**src/rtl/log2_req_scheduler_if.sv**
```systemverilog
// Request/response bundle between client blocks and log2_req_scheduler.
//
// Handshake rules (both channels): a transfer happens on a rising clk edge
// where valid and ready are both high. A requester holds req_valid and its
// req_a slice stable until it sees its own req_ready bit. The scheduler holds
// rsp_valid, rsp_id, rsp_o and rsp_err stable until rsp_ready is high.
// rsp_ready while rsp_valid is low has no effect.
interface log2_req_scheduler_if #(
    parameter int N_REQ = 4,
    parameter int IN_W  = 5,
    parameter int OUT_W = 11
);
    localparam int ID_W = $clog2(N_REQ);

    logic [N_REQ-1:0]      req_valid;
    logic [N_REQ*IN_W-1:0] req_a;
    logic [N_REQ-1:0]      req_ready;
    logic                  rsp_valid;
    logic                  rsp_ready;
    logic [ID_W-1:0]       rsp_id;
    logic [OUT_W-1:0]      rsp_o;
    logic                  rsp_err;

    // Client side: issues requests, consumes responses.
    modport master (
        output req_valid, req_a, rsp_ready,
        input  req_ready, rsp_valid, rsp_id, rsp_o, rsp_err
    );

    // Scheduler side.
    modport slave (
        input  req_valid, req_a, rsp_ready,
        output req_ready, rsp_valid, rsp_id, rsp_o, rsp_err
    );
endinterface

```
**src/rtl/log2_req_scheduler.sv**
```systemverilog
// Round-robin scheduler sharing one fixed-latency iterative log2 core
// (unsigned IN_W operand, Q6.5 result) between N_REQ requesters.
// A zero operand is answered directly with an all-ones result and rsp_err.
// Optional feature macro: LOG2_REQ_SCHED_CACHE_EN adds a one-entry result
// cache so a repeated nonzero operand is answered without running the core.
module log2_req_scheduler #(
    parameter int N_REQ    = 4,
    parameter int IN_W     = 5,
    parameter int OUT_W    = 11,
    parameter int CORE_LAT = 35
) (
    input  logic                  clk,
    input  logic                  rst,        // asynchronous, active-low
    log2_req_scheduler_if.slave   bus,
    output logic                  core_start,
    output logic [IN_W-1:0]       core_a,
    input  logic [OUT_W-1:0]      core_o,
    output logic                  busy,
    output logic [1:0]            dbg_state
);
    localparam int ID_W  = $clog2(N_REQ);
    localparam int CNT_W = $clog2(CORE_LAT + 1);

    localparam logic [1:0] S_IDLE  = 2'd0;
    localparam logic [1:0] S_START = 2'd1;
    localparam logic [1:0] S_WAIT  = 2'd2;
    localparam logic [1:0] S_RESP  = 2'd3;

    logic [1:0]       state_q, state_d;
    logic [ID_W-1:0]  ptr_q, ptr_d;
    logic [ID_W-1:0]  id_q, id_d;
    logic [IN_W-1:0]  op_q, op_d;
    logic [CNT_W-1:0] cnt_q, cnt_d;
    logic [OUT_W-1:0] rsp_o_q, rsp_o_d;
    logic             err_q, err_d;

`ifdef LOG2_REQ_SCHED_CACHE_EN
    logic             cache_vld_q, cache_vld_d;
    logic [IN_W-1:0]  cache_a_q, cache_a_d;
    logic [OUT_W-1:0] cache_o_q, cache_o_d;
`endif

    logic             gnt_found;
    logic [ID_W-1:0]  gnt_idx;
    logic [ID_W-1:0]  cand;
    logic [IN_W-1:0]  gnt_a;
    logic [N_REQ-1:0] gnt_vec;

    // Round-robin search: first valid requester at or after the pointer.
    always_comb begin
        gnt_found = 1'b0;
        gnt_idx   = '0;
        cand      = '0;
        for (int k = 0; k < N_REQ; k++) begin
            cand = ID_W'((int'(ptr_q) + k) % N_REQ);
            if (!gnt_found && bus.req_valid[cand]) begin
                gnt_found = 1'b1;
                gnt_idx   = cand;
            end
        end
    end

    // Decode the winner into its operand and a one-hot grant vector.
    always_comb begin
        gnt_a   = '0;
        gnt_vec = '0;
        for (int k = 0; k < N_REQ; k++) begin
            if (ID_W'(k) == gnt_idx) begin
                gnt_a      = bus.req_a[k*IN_W +: IN_W];
                gnt_vec[k] = gnt_found;
            end
        end
    end

    // Next-state and datapath update for the IDLE/START/WAIT/RESP sequence.
    always_comb begin
        state_d = state_q;
        ptr_d   = ptr_q;
        id_d    = id_q;
        op_d    = op_q;
        cnt_d   = cnt_q;
        rsp_o_d = rsp_o_q;
        err_d   = err_q;
`ifdef LOG2_REQ_SCHED_CACHE_EN
        cache_vld_d = cache_vld_q;
        cache_a_d   = cache_a_q;
        cache_o_d   = cache_o_q;
`endif
        case (state_q)
            S_IDLE: begin
                if (gnt_found) begin
                    id_d = gnt_idx;
                    op_d = gnt_a;
                    if (gnt_a == '0) begin
                        // log2(0) is undefined: answer at once, core untouched.
                        rsp_o_d = '1;
                        err_d   = 1'b1;
                        state_d = S_RESP;
                    end
`ifdef LOG2_REQ_SCHED_CACHE_EN
                    else if (cache_vld_q && (cache_a_q == gnt_a)) begin
                        rsp_o_d = cache_o_q;
                        err_d   = 1'b0;
                        state_d = S_RESP;
                    end
`endif
                    else begin
                        state_d = S_START;
                    end
                end
            end
            S_START: begin
                cnt_d   = CNT_W'(CORE_LAT - 1);
                state_d = S_WAIT;
            end
            S_WAIT: begin
                if (cnt_q == '0) begin
                    // Only cycle in which core_o is trusted.
                    rsp_o_d = core_o;
                    err_d   = 1'b0;
                    state_d = S_RESP;
`ifdef LOG2_REQ_SCHED_CACHE_EN
                    cache_vld_d = 1'b1;
                    cache_a_d   = op_q;
                    cache_o_d   = core_o;
`endif
                end else begin
                    cnt_d = cnt_q - 1'b1;
                end
            end
            S_RESP: begin
                if (bus.rsp_ready) begin
                    ptr_d   = (id_q == ID_W'(N_REQ - 1)) ? '0 : id_q + 1'b1;
                    state_d = S_IDLE;
                end
            end
            default: state_d = S_IDLE;
        endcase
    end

    // State and datapath registers; reset abandons any job in flight.
    always_ff @(posedge clk or negedge rst) begin
        if (!rst) begin
            state_q <= S_IDLE;
            ptr_q   <= '0;
            id_q    <= '0;
            op_q    <= '0;
            cnt_q   <= '0;
            rsp_o_q <= '0;
            err_q   <= 1'b0;
        end else begin
            state_q <= state_d;
            ptr_q   <= ptr_d;
            id_q    <= id_d;
            op_q    <= op_d;
            cnt_q   <= cnt_d;
            rsp_o_q <= rsp_o_d;
            err_q   <= err_d;
        end
    end

`ifdef LOG2_REQ_SCHED_CACHE_EN
    // One-entry result cache, invalidated by reset.
    always_ff @(posedge clk or negedge rst) begin
        if (!rst) begin
            cache_vld_q <= 1'b0;
            cache_a_q   <= '0;
            cache_o_q   <= '0;
        end else begin
            cache_vld_q <= cache_vld_d;
            cache_a_q   <= cache_a_d;
            cache_o_q   <= cache_o_d;
        end
    end
`endif

    // req_ready is forced low during reset so no handshake can slip through.
    assign bus.req_ready = ((state_q == S_IDLE) && rst) ? gnt_vec : '0;
    assign bus.rsp_valid = (state_q == S_RESP);
    assign bus.rsp_id    = id_q;
    assign bus.rsp_o     = rsp_o_q;
    assign bus.rsp_err   = err_q;
    assign core_start    = (state_q == S_START);
    assign core_a        = op_q;
    assign busy          = (state_q != S_IDLE);
    assign dbg_state     = state_q;

endmodule

```
**src/flat_wrapper.sv**
```systemverilog
// flat-port wrapper written by rule: the top's interface ports become plain ports
module log2_req_scheduler_flat 
#(
    parameter int N_REQ    = 4,
    parameter int IN_W     = 5,
    parameter int OUT_W    = 11,
    parameter int CORE_LAT = 35
)
  (clk, rst, core_start, core_a, core_o, busy, dbg_state, bus_req_valid, bus_req_a, bus_rsp_ready, bus_req_ready, bus_rsp_valid, bus_rsp_id, bus_rsp_o, bus_rsp_err);
  log2_req_scheduler_if #(.N_REQ(N_REQ), .IN_W(IN_W), .OUT_W(OUT_W)) bus_i ();
  input  logic clk;
  input  logic rst;
  output logic core_start;
  output logic [IN_W-1:0] core_a;
  input  logic [OUT_W-1:0] core_o;
  output logic busy;
  output logic [1:0] dbg_state;
  input wire logic [$bits(bus_i.req_valid)-1:0] bus_req_valid;
  input wire logic [$bits(bus_i.req_a)-1:0] bus_req_a;
  input wire logic [$bits(bus_i.rsp_ready)-1:0] bus_rsp_ready;
  output wire logic [$bits(bus_i.req_ready)-1:0] bus_req_ready;
  output wire logic [$bits(bus_i.rsp_valid)-1:0] bus_rsp_valid;
  output wire logic [$bits(bus_i.rsp_id)-1:0] bus_rsp_id;
  output wire logic [$bits(bus_i.rsp_o)-1:0] bus_rsp_o;
  output wire logic [$bits(bus_i.rsp_err)-1:0] bus_rsp_err;
  assign bus_i.req_valid = bus_req_valid;
  assign bus_i.req_a = bus_req_a;
  assign bus_i.rsp_ready = bus_rsp_ready;
  assign bus_req_ready = bus_i.req_ready;
  assign bus_rsp_valid = bus_i.rsp_valid;
  assign bus_rsp_id = bus_i.rsp_id;
  assign bus_rsp_o = bus_i.rsp_o;
  assign bus_rsp_err = bus_i.rsp_err;
  log2_req_scheduler #(.N_REQ(N_REQ), .IN_W(IN_W), .OUT_W(OUT_W), .CORE_LAT(CORE_LAT)) u_core (.clk(clk), .rst(rst), .bus(bus_i), .core_start(core_start), .core_a(core_a), .core_o(core_o), .busy(busy), .dbg_state(dbg_state));
endmodule
```
**config.mk**
```make
export PLATFORM = sky130hd
export DESIGN_NAME = log2_req_scheduler_flat
export DESIGN_NICKNAME = d
export VERILOG_FILES = /design/src/rtl/log2_req_scheduler_if.sv /design/src/rtl/log2_req_scheduler.sv /design/src/flat_wrapper.sv
export SDC_FILE = /design/constraint.sdc
export NUM_CORES = 1
export LEC_CHECK = 0
export CAP_MARGIN = 30
export CORE_MARGIN = 2
export CORE_UTILIZATION = 36
export DETAILED_ROUTE_END_ITERATION = 10
export DONT_BUFFER_PORTS = 1
export SYNTH_ARGS = -nofsm -noshare
export SYNTH_HDL_FRONTEND = slang
export SYNTH_SLANG_ARGS = --single-unit
export TNS_END_PERCENT = 50
```
**constraint.sdc**
```tcl
create_clock -name clk -period 3.5 [get_ports clk]
set_input_delay 0.175 -clock clk [delete_from_list [all_inputs] [get_ports clk]]
set_output_delay 0.175 -clock clk [all_outputs]
set_load 0.02 [all_outputs]
```
==> results of run 1 <==
-- cells by family after synthesis --
| family | Yosys count |
|---|---|
| compound gates | 43 |
| mux | 4 |
| buf+inv | 12 |
| fa+ha+maj | 7 |
| simple gates | 67 |
| flops | 29 |
| xor+xnor | 3 |
-- metrics by stage --
step / worst slack, ns / hold slack (ns) / total power (W) / instances / utilization, %
floorplan: 1.16 / -0.121 / 0.00141 / 165 / -
global placement: 1.00 / -0.120 / 0.00152 / 212 / 38.0
detailed placement: 0.875 / -0.120 / 0.00156 / 212 / 38.0
CTS: 0.847 / 0.0349 / 0.00194 / 222 / 41.4
global route: 0.585 / 0.0273 / 0.00208 / 222 / 41.4
finish: 0.830 / 0.0429 / 0.00192 / 222 / 41.4
-- layout make-up --
type	count	area, sq um
sequential	29	726
tap	52	65.1
timing repair buffer	2	30.0
clock inverter	2	37.5
clock buffer	6	82.6
multi-input combinational	124	836
inverter	7	26.3
fill	436	2550
-- registers in the layout, indices dropped and copies added, names as in the netlist --
| signal | cells |
|---|---|
| u_core.bus.rsp_o | 11 |
| u_core.cnt_q | 6 |
| u_core.core_a | 5 |
| u_core.bus.rsp_id | 2 |
| u_core.dbg_state | 2 |
| u_core.ptr_q | 2 |
| u_core.bus.rsp_err | 1 |
-- layout by cell type, fill, tap and decap left out, types with 2 or more instances in the layout --
cell type  netlist  final
dfrtp_1         29     29
nand2_1         20     20
nor2_1          10     10
nand3_1         10     10
o21ai_0         10     10
o22a_1          10     10
a21oi_1          8      8
inv_1            7      7
nor3_1           7      7
ha_1             7      7
clkbuf_8         0      6
nor2b_1          5      5
nor4_1           3      3
nor2b_2          2      2
a22o_1           2      2
mux2i_1          2      2
mux2_2           2      2
nand2b_1         2      2
xnor2_1          2      2
-- timing repair --
action	4_1_cts	5_1_grt
hold buffers	2	0
gates resized for setup	0	0
hold endpoints to repair	29	0
-- metal layers --
metal	global-route usage, %	vias to the layer above	routed length, um
li1	-	608	-
met1	18.0	575	1580
met2	25.7	42	1830
met3	6.27	9	290
met4	5.24	0	52
met5	0	-	0
-- power by group through the flow --
stage / logic [W] / registers, W / clock network, W
floorplan: 0.000661 / 0.000749 / 0
global placement: 0.000734 / 0.000790 / 0
detailed placement: 0.000761 / 0.000798 / 0
CTS: 0.000774 / 0.000795 / 0.000370
global route: 0.000877 / 0.000817 / 0.000383
finish: 0.000763 / 0.000792 / 0.000362
-- critical path, stage by stage, from the launching register on --
cell and delay (ns):
dfrtp_1 0.49, inv_1 0.17, ha_1 0.22, inv_1 0.15, a21oi_1 0.42, nand2_1 0.19
nor3_1 0.58
-- worst paths after layout --
kind | startpoint | to | slack (ns) | depth (start not counted)
min | core_o[2] | u_core.bus.rsp_o[2]$_DFFE_PN0P_ | 0.04 | 1
max in group asynchronous | rst | u_core.bus.rsp_o[6]$_DFFE_PN0P_ | 3.02 | 2
min in group asynchronous | rst | u_core.bus.rsp_o[8]$_DFFE_PN0P_ | 0.32 | 2
min reg2reg | u_core.cnt_q[0]$_DFFE_PN0P_ | u_core.cnt_q[0]$_DFFE_PN0P_ | 0.53 | 1
max | u_core.dbg_state[0]$_DFFE_PN0P_ | bus_req_ready[2] | 0.83 | 6
max reg2reg | u_core.ptr_q[1]$_DFFE_PN0P_ | u_core.bus.rsp_o[1]$_DFFE_PN0P_ | 0.84 | 7
==> metrics.txt, run 1 <==
status=finished, final reports clean; GR Overflow Total=0; DR iter-0 viols=68; Max Slew Vio Count=0; final hold violation count=0; Sequential Power Share=41.3%; mux cell area share after synthesis=2.62%; Final HPWL DP=2.84 mm; internal power=0.00104 W; Layout area overhead=11.0%; vias=1234; Yosys top cell area share=44.7%; DRT Pass-1 Iters=4; Arrival @ worst endpoint=2.50 ns; RSZ-0062 raised after global routing=false; Synth Instances=165; die area=5060 sq um; Max Clock Freq=374 MHz; Final min period=2.67 ns; CTS Buf Count=5; ys async rst share=100%; DR DRC count=0; final antenna-violating net count=0; die width=71.2 um; clock transition at the registers of the reported paths=0.06 ns; Mapped Area=1620 sq um; initial antenna violation count=0; drt total wl=3.75 mm; clk sinks=29; GRT Total Usage=15.4%; switching power=0.000872 W; Root Buffer=clkbuf_8; pin count of the biggest net entering global routing=30; first-pass GRT wire length=6.11 mm; Ys Warns=0; synthesized net count=210; IO buf count=0; Post-Route Setup TNS=0 ns; list of most frequent post-synthesis cells=29 x dfrtp_1, 20 x nand2_1; Post-Synth Simple-Gate Area=22.5%; vias in the first global route=1284; Critical Path Start Type=register; GPL Wtd Cong=0.754; Die Ht=71.2 um; largest family of logic cells by synthesized area=simple AND/OR/NAND/NOR gates; Post-Syn Area per Cell=9.84 sq um; post-CTS setup buffer count=0; Pleak=0.764 nW; logic gate share of total power=39.8%; CTS tree=built; I/O Pins=66; pwr dens=1060 nW/um^2; H-tree levels=2; Cell variety after synth=43; Final period util=76.3%; ant diodes=0; share of cells above drive strength 1=12.4%; Seq/Total Area, Yosys=44.7%; number of cell rows=24; HP Class=input port to register; Max VDD drop=0.508 mV; Synth area leaders=dfrtp_1 45%, ha_1 5.4%, o22a_1 5.4%; power share of the clock group=18.9%; clk_lat worst skew=0.28 ns; ys flop type=dfrtp_1; # nets final=214; post-synthesis compound-gate area fraction=19.3%; Post-DP Area=1650 sq um; core region area=4350 sq um; Synth Register Bits=29; Initial Utilization=37.3%; number of synthesized flops with an enable pin=0; Synth area leader=dfrtp_1; CTS Buffer Depth=2; Switching Fraction=45.5%; drt via density=5.56; crit-path max FO=6; cell with the most instances after synthesis=dfrtp_1; clock skew=0.00310 ns; Design Area, Final=1800 sq um; CP endpoint kind=output pin; Post-Synth Adder-Cell Area=5.39%; WP data required=3.32 ns; post-synthesis xor/xnor area fraction=1.62%; Setup Crit Path Kind=register to output pin; Final setup viols=0; max-cap viol count=0; Slew @ Worst Pin=0.839 ns; Worst slew margin=43.9%; wire per inst=16.9 um
Power figures use the tool's default switching activity.
==> run 2, diff against run 1 <==
==> constraint.sdc (replaced) <==
create_clock -name clk -period 2.4 [get_ports clk]
set_input_delay 0.12 -clock clk [delete_from_list [all_inputs] [get_ports clk]]
set_output_delay 0.12 -clock clk [all_outputs]
set_load 0.02 [all_outputs]
==> metrics.txt, run 2 (synthesis gave the netlist of run 1 again) <==
status=finished, final reports clean; Max VDD drop=0.607 mV (+19%); GR Overflow Total=0 (unchanged); WP data required=2.57 ns (-0.75 ns); initial antenna violation count=0 (unchanged); HP Class=input port to register; Final HPWL DP=3.02 mm (+6.3%); Final min period=2.34 ns; Final period util=97.3%; final hold violation count=0 (unchanged); clock transition at the registers of the reported paths=0.06 ns (about the same); drt via density=5.68 (+2.2%); Layout area overhead=30.5%; Design Area, Final=2120 sq um (+18%); I/O Pins=66 (unchanged); Max Clock Freq=428 MHz; clk sinks=29 (unchanged); IO buf count=0 (unchanged); core region area=4350 sq um (unchanged); ant diodes=0 (unchanged); GRT Total Usage=16.9% (+1.5 points); most frequent cells in the layout=29 x dfrtp_1, 20 x nand2_1, 20 x buf_4, 12 x dlygate4sd3_1; clk_lat worst skew=0.28 ns (about the same); DR DRC count=0 (unchanged); first-pass GRT wire length=6.65 mm (+8.8%); die width=71.2 um (unchanged); vias=1443 (+17%); HP Start=bus_rsp_ready; CTS Buf Count=5 (unchanged); Critical Path Start Type=register; clock skew=0.00812 ns (+0.00503 ns); Initial Utilization=37.3% (unchanged); number of cell rows=24 (unchanged); Setup Crit Path Kind=register to register; pwr dens=1460 nW/um^2 (+37%); CP endpoint kind=register; pin count of the biggest net entering global routing=30 (unchanged); tightest hold margin=0.0824 ns (+0.0395 ns); commonest non-fill, non-tap cell in the layout=dfrtp_1; GPL Wtd Cong=0.780 (+3.4%); Final setup viols=0 (unchanged); final antenna-violating net count=0 (unchanged); share of cells above drive strength 1=24.3% (+12 points); die area=5060 sq um (unchanged); Max Slew Vio Count=0 (unchanged); # nets final=247 (+15%); Pleak=0.921 nW (+21%); Worst slew margin=61.5% (+18 points); DRT Pass-1 Iters=4 (unchanged); Root Buffer=clkbuf_8; DR iter-0 viols=61 (-10%); Worst Setup SP=u_core.ptr_q[0]$_DFFE_PN0P_; drt total wl=4.22 mm (+13%); vias in the first global route=1409 (+9.7%); max-cap viol count=0 (unchanged); max reg flops=11 (unchanged); Arrival @ worst endpoint=2.51 ns (about the same); Slew @ Worst Pin=0.573 ns (-0.266 ns); CTS tree=built; H-tree levels=2 (unchanged); RR Startpoint=u_core.ptr_q[0]$_DFFE_PN0P_; crit-path max FO=6 (unchanged); Die Ht=71.2 um (unchanged); Post-DP Area=1790 sq um (+8.2%); CTS Buffer Depth=2 (unchanged); wire per inst=16.6 um (-1.6%)
run 2: area by class of cell:
class,instances,area [sq um]
clock inverters,2,35.0
repair buffers,34,302
clock buffers,5,68.8
inverters,7,26.3
multi-input cells,125,897
flip-flops and latches,29,726
fillers,417,2230
well taps,52,65.1
run 2: path summary, 6_finish.rpt:
path,to,slack [ns],cells past startpoint
max in group asynchronous,u_core.bus.rsp_o[8]$_DFFE_PN0P_,1.94,2
worst max-delay path,u_core.bus.rsp_o[1]$_DFFE_PN0P_,0.06,8
worst max register to register,u_core.bus.rsp_o[1]$_DFFE_PN0P_,0.06,8
min in group asynchronous,u_core.cnt_q[0]$_DFFE_PN0P_,0.29,2
worst min-delay path,u_core.ptr_q[0]$_DFFE_PN0P_,0.08,2
worst min register to register,u_core.cnt_q[0]$_DFFE_PN0P_,0.53,1
run 2: timing repair:
action / 4_1_cts / 5_1_grt
resized for setup: 4 / 8
endpoints found under the hold margin: 40 / 0
hold buffers: 13 / 0
gates cloned: 0 / 1
setup buffers: 0 / 3
setup endpoints to repair: 13 / 15
pin swaps: 0 / 5
run 2: per-stage QoR:
| step | utilization (%) | instances | setup WS [ns] | setup TNS, ns | total power (W) |
|---|---|---|---|---|---|
| global route | 48.7 | 254 | -0.0145 | -0.0380 | 0.00332 |
| floorplan | - | 165 | 0.0584 | 0 | 0.00206 |
| CTS | 47.2 | 250 | 0.0189 | 0 | 0.00299 |
| finish | 48.7 | 254 | 0.0643 | 0 | 0.00308 |
| global placement | 41.1 | 230 | -0.0716 | -0.595 | 0.00237 |
| detailed placement | 41.1 | 230 | -0.174 | -1.97 | 0.00245 |
run 2: power by group:
group          leakage [nW]  switching, W  total [W]  internal, W
clock network        0.0540      0.000175   0.000476     0.000301
registers             0.342      0.000383    0.00111     0.000732
logic                 0.525      0.000817    0.00149     0.000678
run 2: routing by layer:
layer | vias to the layer above | GRT usage [%] | wire, um
li1 | 675 | - | -
met3 | 4 | 5.84 | 296
met1 | 707 | 20.1 | 1670
met2 | 57 | 28.6 | 2220
met5 | - | 0 | 0
met4 | 0 | 5.66 | 37
run 2: worst max-delay path, stage by stage (launching register included):
cell and delay, ns:
dfrtp_1 0.39, nor2b_2 0.06, or4b_4 0.60, nand3_1 0.12, nand3_1 0.11, a22oi_2 0.26, and4_2 0.34, a21oi_4 0.10
o22a_2 0.24
==> run 3, diff against run 2 <==
--- a/config.mk
+++ b/config.mk
@@ -6,6 +6,7 @@
 export NUM_CORES = 1
 export LEC_CHECK = 0
 export CAP_MARGIN = 30
+export CORE_ASPECT_RATIO = 2
 export CORE_MARGIN = 2
 export CORE_UTILIZATION = 36
 export DETAILED_ROUTE_END_ITERATION = 10
==> metrics.txt, run 3 (synthesis gave the netlist of run 1 again) <==
HP Class=input port to register; RSZ-0062 raised after global routing=true; clock skew=0.00676 ns (-0.00137 ns); Max Slew Vio Count=0 (unchanged); CP max stage cell=or4_4; Arrival @ worst endpoint=2.53 ns (+0.02 ns); pin count of the biggest net entering global routing=30 (unchanged); Final setup viols=0 (unchanged); switching power=0.00141 W (+2.3%); GRT Total Usage=17.3% (+0.35 points); Worst slew margin=66.8% (+5.4 points); final hold violation count=0 (unchanged); CP Buf/Inv Count=1 (+1); Slew @ Worst Pin=0.495 ns (-0.0781 ns); Max Clock Freq=421 MHz (-1.7%); vias=1417 (-1.8%); filler cell count=410 (-1.7%); power share of the clock group=14.1% (-1.3 points); GR Overflow Total=0 (unchanged); # nets final=249 (+0.81%); drt total wl=4.44 mm (+5.1%); Setup Crit Path Kind=register to register; DR iter-0 viols=33 (-46%); logic gate share of total power=49.4% (+1.0 points); Cell Chain, Critical Path=nor2b_2 > or4_4 > nand2_8 > mux2i_1 > mux2_4 > and3_4 > buf_4 > a311oi_1 > a21oi_1; core region area=4340 sq um (-0.34%); ant diodes=0 (unchanged); Finished Layout Cells=259 (+2.0%); Switching Fraction=45.5% (+0.92 points); clk sinks=29 (unchanged); H-tree levels=2 (unchanged); most frequent cells in the layout=29 x dfrtp_1, 22 x buf_4, 20 x nand2_1, 12 x dlygate4sd3_1; die width=51.5 um (-28%); initial antenna violation count=0 (unchanged); drt via density=5.47 (-3.7%); status=finished, final reports clean; crit-path max FO=7 (+1); DRT Pass-1 Iters=4 (unchanged); CTS Buffer Depth=2 (unchanged); Post-DP Area=1810 sq um (+1.4%); first-pass GRT wire length=6.72 mm (+1.0%); critical path's top delay family=simple AND/OR/NAND/NOR gates; Root Buffer=clkbuf_8; WP data required=2.56 ns (about the same); CP endpoint kind=register; placed cells=235 (+2.2%); Final HPWL DP=3.35 mm (+11%); Initial Utilization=37.4% (+0.13 points); Pleak=0.940 nW (+2.1%); share of cells above drive strength 1=26.3% (+2.1 points); IO buf count=0 (unchanged); wire per inst=17.1 um (+3.1%); Max VDD drop=0.772 mV (+27%); commonest non-fill, non-tap cell in the layout=dfrtp_1; max reg flops=11 (unchanged); internal power=0.00168 W (-1.5%); max-cap viol count=0 (unchanged); Critical Path Start Type=register; Sequential Power Share=36.5% (+0.4 points); die area=5100 sq um (+0.65%); final antenna-violating net count=0 (unchanged); CTS Buf Count=5 (unchanged); clock transition at the registers of the reported paths=0.06 ns (about the same); Layout area overhead=32.4%; clk_lat worst skew=0.28 ns (about the same); Design Area, Final=2150 sq um (+1.4%); I/O Pins=66 (unchanged); GPL Wtd Cong=0.686 (-12%); CTS tree=built; pwr dens=1440 nW/um^2 (-1.2%); Crit path largest cell delay=0.60 ns (about the same); number of cell rows=34 (+42%); Final period util=99.0% (+1.6 points); Final min period=2.38 ns (+0.0395 ns); vias in the first global route=1504 (+6.7%); DR DRC count=0 (unchanged); Die Ht=99.0 um (+39%)
-- run 3: cell count changes in the layout (fill, tap and decap cells not counted), sizes merged --
cell,previous run,this run
buf,22,23
bufinv,1,0
a41o,1,2
clkbuf,5,7
-- run 3: metrics by stage --
stage                     setup WS (ns)  TNS, ns  hold WS [ns]  util [%]  power, W
final                            0.0248        0        0.0506      49.5   0.00309
after detailed placement         -0.200    -2.19        -0.175      41.8   0.00250
after floorplan                  0.0584        0        -0.176         -   0.00206
after CTS                        0.0186        0        0.0435      47.9   0.00301
after global routing            -0.0279  -0.0678        0.0629      49.5   0.00331
after global placement          -0.0819   -0.804        -0.175      41.8   0.00242
-- run 3: final timing paths --
check	from	end	slack [ns]	depth (start not counted)
min reg2reg	u_core.cnt_q[0]$_DFFE_PN0P_	u_core.cnt_q[0]$_DFFE_PN0P_	0.54	1
max reg2reg	u_core.ptr_q[0]$_DFFE_PN0P_	u_core.dbg_state[1]$_DFFE_PN0P_	0.02	9
max in group asynchronous	rst	u_core.cnt_q[5]$_DFFE_PN0P_	1.97	2
max	u_core.ptr_q[0]$_DFFE_PN0P_	u_core.dbg_state[1]$_DFFE_PN0P_	0.02	9
min in group asynchronous	rst	u_core.bus.rsp_o[10]$_DFFE_PN0P_	0.27	2
min	bus_rsp_ready	u_core.ptr_q[0]$_DFFE_PN0P_	0.05	2
-- run 3: metal layers --
metal / global-route usage (%) / wire, um / vias to the layer above
met2: 34.3 / 2590 / 59
met3: 5.76 / 359 / 4
li1: - / - / 684
met1: 15.6 / 1450 / 670
met4: 4.25 / 36 / 0
met5: 0 / 0 / -
-- run 3: cell type report --
cell class | instances | area (sq um) | share of cell area (%)
flip-flops and latches | 29 | 726 | 33.8
well taps | 54 | 67.6 | 3.14
clock buffers | 7 | 96.3 | 4.48
multi-input cells | 126 | 923 | 43.0
repair buffers | 35 | 305 | 14.2
clock inverters | 1 | 5.00 | 0.233
inverters | 7 | 26.3 | 1.22
-- run 3: what timing repair did --
action | in CTS | in global routing
gates resized for setup | 4 | 11
pin swaps | 0 | 10
buffers inserted | 0 | 1
endpoints found under the hold margin | 40 | 0
setup endpoints to repair | 13 | 16
hold buffers | 13 | 0
cloned | 0 | 2
-- run 3: power groups by stage --
| stage | combinational [W] | sequential, W | clock (W) |
|---|---|---|---|
| floorplan | 0.000964 | 0.00109 | 0 |
| CTS | 0.00143 | 0.00113 | 0.000447 |
| global route | 0.00169 | 0.00116 | 0.000470 |
| detailed placement | 0.00137 | 0.00114 | 0 |
| global placement | 0.00130 | 0.00112 | 0 |
| finish | 0.00153 | 0.00113 | 0.000437 |
-- run 3: worst register-to-register path: cells and delay by family (launching register included) --
| kind | cells | cell delay, ns |
|---|---|---|
| compound gates | 2 | 0.34 |
| mux | 2 | 0.36 |
| simple gates | 4 | 1.02 |
| buf+inv | 1 | 0.15 |
| flops | 1 | 0.39 |
